[src/rtl/sd_cmd_pkg.sv]
// Shared constants and FSM state type for the SD card-side CMD responder.
package sd_cmd_pkg;
  localparam int         FRAME_LEN   = 48;
  localparam logic [6:0] CRC7_POLY   = 7'h09;
  localparam logic [5:0] IDX_GO_IDLE = 6'd0;

  typedef enum logic [2:0] {
    IDLE,
    RX,
    CHECK,
    WAIT,
    TX
  } state_t;
endpackage

[src/rtl/sd_crc7.sv]
// Serial CRC7 (x^7 + x^3 + 1), one bit per enabled clock, MSB-first data.
module sd_crc7
  import sd_cmd_pkg::*;
(
  input  logic       clk_sys,
  input  logic       rst_b,
  input  logic       clear,
  input  logic       enable,
  input  logic       bit_in,
  output logic [6:0] crc
);

  logic fb;
  assign fb = bit_in ^ crc[6];

  always_ff @(posedge clk_sys or negedge rst_b) begin
    if (!rst_b) begin
      crc <= '0;
    end else if (clear) begin
      crc <= '0;
    end else if (enable) begin
      crc <= {crc[5:0], 1'b0} ^ (fb ? CRC7_POLY : 7'h00);
    end
  end

endmodule

[src/rtl/sd_card_cmd_responder.sv]
// Card-side SD CMD line: receives host command frames, answers with R1-style frames.
// Host CRC7 checking (and its RX CRC engine) exists only with SD_RESP_CRC_CHECK_EN.
//
//   state | meaning
//   IDLE  | line idle, waiting for a host start bit
//   RX    | shifting in the remaining 47 frame bits
//   CHECK | one cycle: qualify frame, publish index/argument
//   WAIT  | NCR turnaround down-count before the response
//   TX    | driving the 48-bit response, then the driver releases
module sd_card_cmd_responder
  import sd_cmd_pkg::*;
#(
  parameter int NCR = 2
) (
  input  logic        sd_clock,
  input  logic        reset,
  input  logic        cmd_pin_in,
  input  logic [31:0] card_status,
  output logic        cmd_pin_out,
  output logic        cmd_pin_oe,
  output logic        cmd_valid,
  output logic [5:0]  cmd_index,
  output logic [31:0] cmd_arg,
  output logic        crc_err
);

  state_t                 state;
  logic [FRAME_LEN-1:0]   sr;
  logic [5:0]             cnt;
  logic [6:0]             tx_crc;
  logic                   tx_clear;
  logic                   tx_en;
  logic                   tx_bit;
  logic                   launch;
  logic                   crc_ok;
  logic                   frame_ok;
  logic [2:0]             crc_sel;

`ifdef SD_RESP_CRC_CHECK_EN
  logic [6:0] rx_crc;
  logic       rx_clear;
  logic       rx_en;

  // The start bit is always 0, so clearing in IDLE already accounts for it.
  assign rx_clear = (state == IDLE);
  assign rx_en    = (state == RX) && (cnt >= 6'd8);
  assign crc_ok   = (sr[7:1] == rx_crc);

  sd_crc7 u_rx_crc (
    .clk_sys (sd_clock),
    .rst_b   (reset),
    .clear   (rx_clear),
    .enable  (rx_en),
    .bit_in  (cmd_pin_in),
    .crc     (rx_crc)
  );
`else
  assign crc_ok = 1'b1;
`endif

  assign frame_ok = sr[0] && crc_ok;
  assign launch   = (state == WAIT) && (cnt == 6'd0);
  assign tx_clear = (state != WAIT) && (state != TX);
  assign tx_en    = launch || ((state == TX) && (cnt >= 6'd9));
  assign tx_bit   = (state == TX) ? sr[FRAME_LEN-1] : 1'b0;
  // cnt 8..2 selects CRC bits 6..0 (wraps modulo 8)
  assign crc_sel  = cnt[2:0] - 3'd2;

  sd_crc7 u_tx_crc (
    .clk_sys (sd_clock),
    .rst_b   (reset),
    .clear   (tx_clear),
    .enable  (tx_en),
    .bit_in  (tx_bit),
    .crc     (tx_crc)
  );

  always_ff @(posedge sd_clock or negedge reset) begin
    if (!reset) begin
      state       <= IDLE;
      sr          <= '0;
      cnt         <= '0;
      cmd_pin_out <= 1'b1;
      cmd_pin_oe  <= 1'b0;
      cmd_valid   <= 1'b0;
      crc_err     <= 1'b0;
      cmd_index   <= '0;
      cmd_arg     <= '0;
    end else begin
      cmd_valid <= 1'b0;
      crc_err   <= 1'b0;
      case (state)
        IDLE: begin
          if (!cmd_pin_in) begin
            sr    <= '0;
            cnt   <= 6'd46;
            state <= RX;
          end
        end
        RX: begin
          sr  <= {sr[FRAME_LEN-2:0], cmd_pin_in};
          cnt <= cnt - 6'd1;
          if ((cnt == 6'd46) && !cmd_pin_in) begin
            state <= IDLE;
          end else if (cnt == 6'd0) begin
            state <= CHECK;
          end
        end
        CHECK: begin
          if (frame_ok) begin
            cmd_valid <= 1'b1;
            cmd_index <= sr[45:40];
            cmd_arg   <= sr[39:8];
            if (sr[45:40] == IDX_GO_IDLE) begin
              state <= IDLE;
            end else begin
              cnt   <= 6'(NCR - 1);
              state <= WAIT;
            end
          end else begin
            crc_err <= 1'b1;
            state   <= IDLE;
          end
        end
        WAIT: begin
          if (launch) begin
            cmd_pin_out <= 1'b0;
            cmd_pin_oe  <= 1'b1;
            sr          <= {1'b0, cmd_index, card_status, 9'h1FF};
            cnt         <= 6'd47;
            state       <= TX;
          end else begin
            cnt <= cnt - 6'd1;
          end
        end
        TX: begin
          cnt <= cnt - 6'd1;
          if (cnt >= 6'd9) begin
            cmd_pin_out <= sr[FRAME_LEN-1];
            sr          <= {sr[FRAME_LEN-2:0], 1'b1};
          end else if (cnt >= 6'd2) begin
            cmd_pin_out <= tx_crc[crc_sel];
          end else if (cnt == 6'd1) begin
            cmd_pin_out <= 1'b1;
          end else begin
            cmd_pin_oe  <= 1'b0;
            cmd_pin_out <= 1'b1;
            state       <= IDLE;
          end
        end
        default: state <= IDLE;
      endcase
    end
  end

endmodule

[config.mk]
export PLATFORM = sky130hd
export DESIGN_NAME = sd_card_cmd_responder
export DESIGN_NICKNAME = d
export VERILOG_FILES = /design/src/rtl/sd_cmd_pkg.sv /design/src/rtl/sd_crc7.sv /design/src/rtl/sd_card_cmd_responder.sv
export SDC_FILE = /design/constraint.sdc
export NUM_CORES = 1
export LEC_CHECK = 0
export CAP_MARGIN = 30
export CORE_AREA = 2 2 103 105
export CTS_CLUSTER_SIZE = 14
export DETAILED_ROUTE_END_ITERATION = 6
export DIE_AREA = 0 0 105 107
export PLACE_DENSITY = 0.84
export SYNTH_ARGS = -nofsm -noshare
export SYNTH_HDL_FRONTEND = slang
export SYNTH_SLANG_ARGS = --single-unit
export TNS_END_PERCENT = 1
[constraint.sdc]
create_clock -name sd_clock -period 2 [get_ports sd_clock]
set_input_delay 0.2 -clock sd_clock [delete_from_list [all_inputs] [get_ports sd_clock]]
set_output_delay 0.2 -clock sd_clock [all_outputs]
set_load 0.02 [all_outputs]
==> results.toml, run 1 <==
[run_status]
status = "finished clean"

[global_route]
grt_max_degree = 43
grtUsageTotal_pct = 19.4
grt_pass1_wl_um = 17400
grt_overflow = 0
antenna_found_initial = 0
grt_pass1_vias = 3538

[setup_path]
cp_top_family = "buffers and inverters"
crit_type = "reg2reg"
cp_data_arrival_time_ns = 2.19
worst_path_most_repeated_cell = "buf_4"
crit-reg2reg-launch = "cnt[0]"
crit_path_max_incr_delay_ns = 0.46
r2r_slack_ns = 0.06
crit_fanout = 8
worst_path_max_delay_cell = "dfrtp_2"
r2r_end = "u_tx_crc.crc[0]"
crit_required_ns = 2.26
worst_setup_path_start_kind = "register"
endpoint_kind = "register"
crit_chain = "inv_1 > ha_2 > nor3b_4 > nand2_2 > buf_4 > a22oi_2 > buf_4 > o211ai_1 > o21a_1"
crit_buf_inv = 3
rr_worst_depth = 9

[synthesis]
synth_seq_cells = 106
synth_xor_area_share_pct = 0.365
syn_inst = 435
synth_compound_area_share_pct = 19.1
synth_ff_type = "dfrtp_1"
synth_top_family_by_area = "compound AO/OA/AOI/OAI gates"
synth_mux_area_share_pct = 10.0
yosysWarnings = 0
syn_area_mm2 = 0.00480
synthArstFlopShare_pct = 100
syn_area_per_cell_um2 = 11.0
synth_edf_count = 0
syn_nets = 474
ys_types = 47
yosys.area_share.simple_pct = 9.37
synth_adder_area_share_pct = 1.04
ys_seq_area_share_pct = 55.3

[pwr]
p_leak_nw = 2.58
pwr-share-comb_pct = 49.3
clockPowerShare_pct = 14.2
power_density_mw_per_mm2 = 1460
p_int_mw = 5.22
pwr-share-seq_pct = 36.5
p_switching_mw = 3.62
switching_share_pct = 41.0
ir_drop_uv = 690

[detailed_routing]
wirelength_um = 10600
dr.pass1.iters = 4
drt-initial-drc-count = 255
vias = 3646
ant_nets = 0
via_per_inst = 5.54
wl_per_cell_um = 16.1
drc = 0

[sta]
finalCritPeriodShare_pct = 96.8
skew_ns = 0.0160
worstMarginPinSlew_ns = 0.513
hold_viol = 0
drv_slew = 0
rsz0062_at_grt = "true"
slew_headroom_pct = 65.8
setup_viol = 0
max_clock_freq_mhz = 517
period_minus_slack_ns = 1.94

[clock_tree]
tritoncts = "done"
clock-sinks = 106
clk_pin_slew_ns = 0.10
cts-root-buf = "clkbuf_8"
cts_buffers = 9
clock_path_buffers = 2
clk_latency_ns = 0.37
htreeDepth = 3

[cells_and_area]
layoutNonFillerInstCount = 658
fin_nets = 557
n_antenna_cell = 0
utilization_pct = 60.0
syn_to_final_growth_pct = 26.2
drive_above_1_share_pct = 19.0
final_common_cell = "dfrtp_1"
final_cell_mix = "dfrtp_1 (103), clkdlybuf4s50_1 (75), nand2_1 (60)"

[placed_design]
hpwl_um = 7390
placed_cells = 639
finalWeightedCongestion = 0.908
port_buffers = 76

[floorplanning]
die_width_um = 105
die-area_mm2 = 0.0112
rows = 37
io_pins = 77
start_util_pct = 47.5
die_h_um = 107
core_mm2 = 0.0101

[hold_path]
hp-class = "in2async"

[flow_run]
drv_cap = 0
==> cells in the mapped netlist, types with 7 or more instances <==
cell type | number | area share [%]
inv_1 | 11 | 0.86
dfrtp_1 | 105 | 55
nand3_1 | 11 | 1.1
o21ai_0 | 57 | 5.9
nand2_1 | 60 | 4.7
clkbuf_1 | 8 | 0.63
buf_2 | 13 | 1.4
mux2_2 | 38 | 8.9
a22oi_1 | 39 | 6.1
a21oi_1 | 14 | 1.5
nor2_1 | 7 | 0.55
o21ai_1 | 10 | 1.0
==> how the worst max path moves through the flow <==
stage | from | end | slack, ns | cells past startpoint
after floorplan | cnt[1] | sr[10] | 0.05 | 9
after global placement | cnt[1] | cmd_pin_out | 0.06 | 7
after detailed placement | cnt[1] | cmd_pin_out | -0.04 | 7
after CTS | cnt[1] | cmd_pin_out | 0.009 | 7
after global routing | cnt[0] | u_tx_crc.crc[3] | -0.05 | 9
final | cnt[0] | u_tx_crc.crc[0] | 0.06 | 9
==> power groups by stage <==
| stage | Combinational [mW] | Clock, mW | Sequential, mW |
|---|---|---|---|
| 3_3_place_gp | 4.10 | 0 | 3.23 |
| 2_1_floorplan | 2.53 | 0 | 3.43 |
| 4_1_cts | 4.26 | 1.29 | 3.23 |
| 6_report | 4.36 | 1.26 | 3.22 |
| 3_5_place_dp | 4.23 | 0 | 3.26 |
| 5_1_grt | 4.74 | 1.38 | 3.31 |
==> metrics by stage <==
| stage | setup WS (ns) | TNS (ns) | total power, mW | area, um2 | hold WS (ns) |
|---|---|---|---|---|---|
| 5_1_grt | -0.0533 | -0.0998 | 9.42 | 6050 | 0.363 |
| 4_1_cts | 0.00911 | 0 | 8.77 | 6000 | 0.349 |
| 3_3_place_gp | 0.0617 | 0 | 7.33 | 5810 | 0.203 |
| 3_5_place_dp | -0.0437 | -0.0437 | 7.49 | 5810 | 0.213 |
| 2_1_floorplan | 0.0549 | 0 | 5.96 | 4800 | -0.0956 |
| 6_report | 0.0639 | 0 | 8.84 | 6050 | 0.346 |
==> state kept, by name (all words and copies together) (netlist names) <==
name / cells
cnt: 6
cmd_arg: 32
u_tx_crc.crc: 7
state: 3
cmd_pin_out: 1
crc_err: 1
cmd_pin_oe: 1
cmd_index: 6
sr: 48
cmd_valid: 1
==> metal layers <==
| metal | part of all wire [%] | up-vias | wire, um | global-route usage [%] |
|---|---|---|---|---|
| met5 | 0 | - | 0 | 0 |
| met2 | 51 | 100 | 5430 | 31.9 |
| met4 | 1.2 | 0 | 131 | 5.71 |
| met1 | 43 | 1803 | 4600 | 26.4 |
| li1 | - | 1733 | - | - |
| met3 | 4.2 | 10 | 448 | 3.65 |
==> logic make-up (layout without fill, tap and decap cells) <==
logic type	Yosys count	after routing
and+or+nand+nor	96	96
buffers and inverters	40	127
xor gates and xnor gates	2	2
adders and majority gates	4	4
DFF	106	106
muxes	42	42
AOI/OAI and AO/OA	145	145
==> area by class of cell <==
class	count	area (um2)
inverter	11	41.3
sequential	106	2660
clock buffer	10	138
clock inverter	5	45.0
multi-input combinational	289	1960
tap	136	170
timing repair buffer	101	1050
fill	851	4040
==> timing repair <==
action / in CTS / in global routing
setup buffers: 0 / 2
setup endpoints to repair: 8 / 57
gates resized for setup: 2 / 8
pin swaps: 0 / 0
endpoints found under the hold margin: 37 / 0
cloned: 0 / 1
hold buffers: 1 / 0
Power figures use the tool's default switching activity.
==> run 2, diff against run 1 <==
--- a/config.mk
+++ b/config.mk
@@ -5,12 +5,13 @@
 export SDC_FILE = /design/constraint.sdc
 export NUM_CORES = 1
 export LEC_CHECK = 0
+export ABC_AREA = 1
 export CAP_MARGIN = 30
-export CORE_AREA = 2 2 103 105
+export CORE_AREA = 2 2 104 106
 export CTS_CLUSTER_SIZE = 14
 export DETAILED_ROUTE_END_ITERATION = 6
-export DIE_AREA = 0 0 105 107
-export PLACE_DENSITY = 0.84
+export DIE_AREA = 0 0 106 108
+export PLACE_DENSITY = 0.83
 export SYNTH_ARGS = -nofsm -noshare
 export SYNTH_HDL_FRONTEND = slang
 export SYNTH_SLANG_ARGS = --single-unit
==> results.toml, run 2 <==
[global_route]
grtUsageMet2_pct = 33.6
grt_pass1_vias = 4003
grt_max_degree = 107
grt_use_met3_pct = 4.34
antenna_found_initial = 0
grt_pass1_wl_um = 18300
grt-busiest-layer = "met2"
met1_usage_pct = 26.2
grtUsageTotal_pct = 19.8
grt_overflow = 0

[setup_path]
rr_worst_depth = 11
crit-reg2reg-launch = "cnt[1]"
crit_type = "reg2reg"
cp_top_family = "simple AND/OR/NAND/NOR gates"
worst_setup_path_start_kind = "register"
cp_data_arrival_time_ns = 2.13
crit_start = "cnt[1]"
path_depth = 11
endpoint_kind = "register"
crit_buf_inv = 3
crit_path_max_incr_delay_ns = 0.44
crit_fanout = 36
worst_path_most_repeated_cell = "nand2_1"
crit_chain = "inv_2 > ha_2 > inv_1 > nor2_1 > nand3_1 > nand2_1 > nand2_1 > nand3_4 > buf_12 > nand2_1 > o21ai_1"
worst_path_max_delay_cell = "dfrtp_1"
crit_required_ns = 2.29

[cells_and_area]
syn_to_final_growth_pct = 22.7
layoutNonFillerInstCount = 790
final_common_cell = "nand2_1"
n_antenna_cell = 0
multi_input_area_mm2 = 0.00190
top_register = "sr"
fin_nets = 688
reg_top3 = "sr (48), cmd_arg (32), u_tx_crc.crc (7)"
n_fill_cell = 880
drive_above_1_share_pct = 6.12
ff_latch_area_mm2 = 0.00265
largest_reg_flops = 48
final_cell_mix = "nand2_1 (227), dfrtp_1 (105), clkdlybuf4s50_1 (75)"

[sta]
rsz0062_at_grt = "false"
worstMarginPinSlew_ns = 0.573
hold_viol = 0
slew_headroom_pct = 61.8
finalCritPeriodShare_pct = 92.1
drv_slew = 0
setup_viol = 0
fin_tns_setup_ns = 0
timing.final.ws_setup_ns = 0.157
max_clock_freq_mhz = 543
period_minus_slack_ns = 1.84
skew_ns = 0.0118

[clock_tree]
htreeDepth = 3
cts_buffers = 9
tritoncts = "done"
cts-root-buf = "clkbuf_8"
clk_pin_slew_ns = 0.10
clock-sinks = 106
clock_path_buffers = 2
cts_setup_buffers = 0
clk_latency_ns = 0.36

[pwr]
p_switching_mw = 3.76
pwr-share-comb_pct = 47.5
p_int_mw = 4.93
clockPowerShare_pct = 13.5
switching_share_pct = 43.3
p_total_mw = 8.69
pwr-share-seq_pct = 39.0
ir_drop_uv = 543
p_leak_nw = 2.87
power_density_mw_per_mm2 = 1470

[run_status]
status = "finished clean"

[placed_design]
finalWeightedCongestion = 0.921
post-place-ws_ns = 0.100
placed_cells = 773
port_buffers = 76
hpwl_um = 7580

[synthesis]
ys_types = 23
syn_area_mm2 = 0.00483
synth_seq_cells = 106
synth_area_leaders = "dfrtp_1 (54%), nand2_1 (18%), a22oi_1 (5.9%), o21ai_1 (4.3%), nand3_1 (3.1%)"
syn_nets = 616
yosysWarnings = 0
yosys-top-cells-count = "nand2_1 (227), dfrtp_1 (105), o21ai_1 (42), a22oi_1 (38), inv_1 (31)"
synthArstFlopShare_pct = 100
synth_edf_count = 0
post-synth-top-count-cell = "nand2_1"
synth_ff_type = "dfrtp_1"
yosys.area.top_type = "dfrtp_1"
ys_seq_area_share_pct = 54.9
syn_area_per_cell_um2 = 8.38
synth_top_cell_area_share_pct = 54.4
syn_inst = 577

[floorplanning]
core_mm2 = 0.0102
die_width_um = 106
io_pins = 77
rows = 37
die_h_um = 108
die-area_mm2 = 0.0114
start_util_pct = 47.2

[detailed_routing]
via_per_inst = 5.21
drt-initial-drc-count = 312
wl_per_cell_um = 13.8
vias = 4117
dr.pass1.iters = 5
drc = 0
wirelength_um = 10900
ant_nets = 0

[hold_path]
hp-class = "in2async"

[flow_run]
drv_cap = 0
run 2: changes by cell type after synthesis, moves of 10 or more:
| cell | before | now |
|---|---|---|
| a21oi_1 | 14 | 4 |
| inv_1 | 11 | 31 |
| mux2_2 | 38 | 0 |
| nand2_1 | 60 | 227 |
| nand3_1 | 11 | 30 |
| nor2_1 | 7 | 20 |
| o21ai_0 | 57 | 30 |
| o21ai_1 | 10 | 42 |
run 2: stage by stage:
stage / instance area [um2] / utilization (%) / hold slack (ns)
CTS: 5930 / 58.0 / 0.458
floorplan: 4830 / - / -0.0956
global route: 5930 / 58.0 / 0.477
finish: 5930 / 58.0 / 0.403
global placement: 5750 / 56.2 / 0.308
detailed placement: 5750 / 56.2 / 0.311
run 2: path summary, 6_finish.rpt:
check,endpoint,slack (ns)
worst max-delay path,sr[32],0.16
worst min-delay path,cmd_valid,0.40
worst max register to register,sr[32],0.16
worst min register to register,cmd_arg[27],0.48
max in group asynchronous,cmd_arg[7],1.13
min in group sd_clock,cmd_arg[27],0.48
run 2: layout make-up:
type	instances	area share, %
Clock buffer	11	2.21
Clock inverter	5	0.633
Inverter	35	2.21
Multi-Input combinational cell	408	32.0
Sequential cell	106	44.7
Tap cell	136	2.87
Timing Repair Buffer	89	15.3
run 2: layer usage:
metal / up-vias / share of wire (%)
li1: 2028 / -
met1: 1943 / 43
met2: 133 / 49
met3: 13 / 6.1
met4: 0 / 0.97
met5: - / 0
run 2: kinds of logic (layout without fill, tap and decap cells):
group                      count (synthesis)  after routing  share of synthesized area (%)
buffers and inverters                     63            140                           6.06
DFF                                      106            106                           54.9
xor gates and xnor gates                   2              2                          0.362
and+or+nand+nor                          286            286                           23.6
adders and majority gates                  4              4                           1.04
AOI/OAI and AO/OA                        116            116                           14.1
run 2: timing repair:
action / CTS / global route
gates resized for setup: 0 / 2
hold buffers: 1 / 0
hold endpoints to repair: 105 / 0
setup endpoints to repair: 0 / 33
run 2: tightest hold or removal path, delay by kind of cell:
kind | cells | cell delay (ns)
buffers and inverters | 3 | 1.02
run 2: power groups by stage:
stage	Combinational, mW	Clock, mW	Sequential [mW]
6_report	4.13	1.18	3.39
5_1_grt	4.58	1.31	3.50
4_1_cts	4.15	1.20	3.39
3_5_place_dp	4.14	0	3.42
3_3_place_gp	3.99	0	3.40
2_1_floorplan	2.39	0	3.70
==> run 3, diff against run 2 <==
--- a/config.mk
+++ b/config.mk
@@ -7,10 +7,10 @@
 export LEC_CHECK = 0
 export ABC_AREA = 1
 export CAP_MARGIN = 30
-export CORE_AREA = 2 2 104 106
+export CORE_AREA = 10 10 112 114
 export CTS_CLUSTER_SIZE = 14
 export DETAILED_ROUTE_END_ITERATION = 6
-export DIE_AREA = 0 0 106 108
+export DIE_AREA = 0 0 122 124
 export PLACE_DENSITY = 0.83
 export SYNTH_ARGS = -nofsm -noshare
 export SYNTH_HDL_FRONTEND = slang
==> results.toml, run 3 (synthesized netlist as in run 2, its figures left out) <==
[run_status]
status = "finished clean"

[floorplanning]
die-area_mm2 = 0.0151
start_util_pct = 47.2
core_mm2 = 0.0102
rows = 37
die_h_um = 124
io_pins = 77
die_width_um = 122

[placed_design]
placed_area_mm2 = 0.00578
finalWeightedCongestion = 0.934
port_buffers = 76
hpwl_um = 8530

[setup_path]
crit_type = "reg2reg"
cp_data_arrival_time_ns = 2.09
worst_path_max_delay_cell = "dfrtp_1"
worst_setup_path_start_kind = "register"
crit_chain = "inv_2 > ha_2 > inv_1 > nor2_1 > nand3_1 > nand2_1 > nand2_1 > nand3_4 > buf_12 > nand2_1 > o21ai_1"
crit_fanout = 34
crit_path_max_incr_delay_ns = 0.44
cp_top_family = "simple AND/OR/NAND/NOR gates"
endpoint_kind = "register"
crit_buf_inv = 3
crit_required_ns = 2.29
worst_path_most_repeated_cell = "nand2_1"

[cells_and_area]
top_register = "sr"
stdcell_area_mm2 = 0.00600
ff_latch_area_mm2 = 0.00265
reg_top3 = "sr (48), cmd_arg (32), u_tx_crc.crc (7)"
utilization_pct = 58.6
final_cell_mix = "nand2_1 (227), dfrtp_1 (105), clkdlybuf4s50_1 (75)"
drive_above_1_share_pct = 6.72
final_common_cell = "nand2_1"
n_fill_cell = 892
fin_nets = 689
n_antenna_cell = 0
largest_reg_flops = 48
syn_to_final_growth_pct = 24.1
multi_input_area_mm2 = 0.00190

[pwr]
power_density_mw_per_mm2 = 1490
ir_drop_uv = 644
p_total_mw = 8.91
p_leak_nw = 2.90

[clock_tree]
clk_pin_slew_ns = 0.11
htreeDepth = 3
clock-sinks = 106
cts-root-buf = "clkbuf_8"
cts_buffers = 9
clock_path_buffers = 2
clk_latency_ns = 0.38
tritoncts = "done"

[sta]
skew_ns = 0.0186
setup_viol = 0
finalCritPeriodShare_pct = 90.1
fin_tns_setup_ns = 0
rsz0062_at_grt = "false"
drv_slew = 0
worstMarginPinSlew_ns = 0.636
max_clock_freq_mhz = 555
slew_headroom_pct = 57.6
period_minus_slack_ns = 1.80
hold_viol = 0

[hold_path]
hp-class = "in2async"

[detailed_routing]
drc = 0
ant_nets = 0
via_per_inst = 5.24
drt-initial-drc-count = 418
vias = 4145
wirelength_um = 11700
wl_per_cell_um = 14.8
dr.pass1.iters = 5

[global_route]
grt_overflow = 0
grt_pass1_wl_um = 19900
grt_max_degree = 49
antenna_found_initial = 0
grt_pass1_vias = 4057
grtUsageTotal_pct = 15.9

[flow_run]
drv_cap = 0
-- run 3: path summary, 6_finish.rpt --
path / start / to / slack, ns / depth (start not counted)
worst min register to register: cmd_arg[4] / cmd_arg[4] / 0.48 / 2
worst max-delay path: cnt[1] / sr[26] / 0.20 / 11
max in group asynchronous: reset / sr[26] / 0.85 / 3
worst max register to register: cnt[1] / sr[26] / 0.20 / 11
worst min-delay path: reset / cmd_valid / 0.38 / 2
min in group sd_clock: cmd_arg[4] / cmd_arg[4] / 0.48 / 2
-- run 3: cell type report --
cell class	count	share of cell area, %
flip-flops and latches	106	44.2
multi-input cells	408	31.7
repair buffers	90	15.7
well taps	136	2.84
inverters	35	2.19
clock buffers	9	2.06
clock inverters	7	1.33
-- run 3: where the power goes --
| group | internal [mW] | switching, mW | total (mW) | leakage (nW) |
|---|---|---|---|---|
| logic | 1.67 | 2.53 | 4.19 | 1.35 |
| clock network | 0.498 | 0.808 | 1.31 | 0.0994 |
| registers | 2.85 | 0.563 | 3.42 | 1.45 |
| total | 5.02 | 3.90 | 8.91 | 2.90 |
-- run 3: per-layer routing --
layer	vias up	track usage, %	wire length (um)
met5	-	0	0
met2	111	26.2	5750
li1	2030	-	-
met4	0	4.25	114
met3	15	3.76	719
met1	1989	20.4	5160
-- run 3: through the flow --
| step | cells | hold slack, ns | setup slack (ns) |
|---|---|---|---|
| after floorplan | 577 | -0.0956 | 0.282 |
| after detailed placement | 773 | 0.261 | 0.0425 |
| after global routing | 791 | 0.433 | 0.0259 |
| after global placement | 773 | 0.252 | 0.169 |
| after CTS | 790 | 0.402 | 0.0385 |
| final | 791 | 0.383 | 0.197 |
-- run 3: what timing repair did --
action / in CTS / in global routing
setup buffers: 0 / 1
hold buffers: 1 / 0
gates resized for setup: 0 / 3
setup endpoints to repair: 0 / 49
endpoints found under the hold margin: 45 / 0
-- run 3: worst reg2reg max path, stage by stage (launching register included) --
cell     delay, ns
dfrtp_1       0.44
inv_2         0.12
ha_2          0.22
inv_1         0.06
nor2_1        0.09
nand3_1       0.10
nand2_1       0.12
nand2_1       0.10
nand3_4       0.13
buf_12        0.19
nand2_1       0.06
o21ai_1       0.08
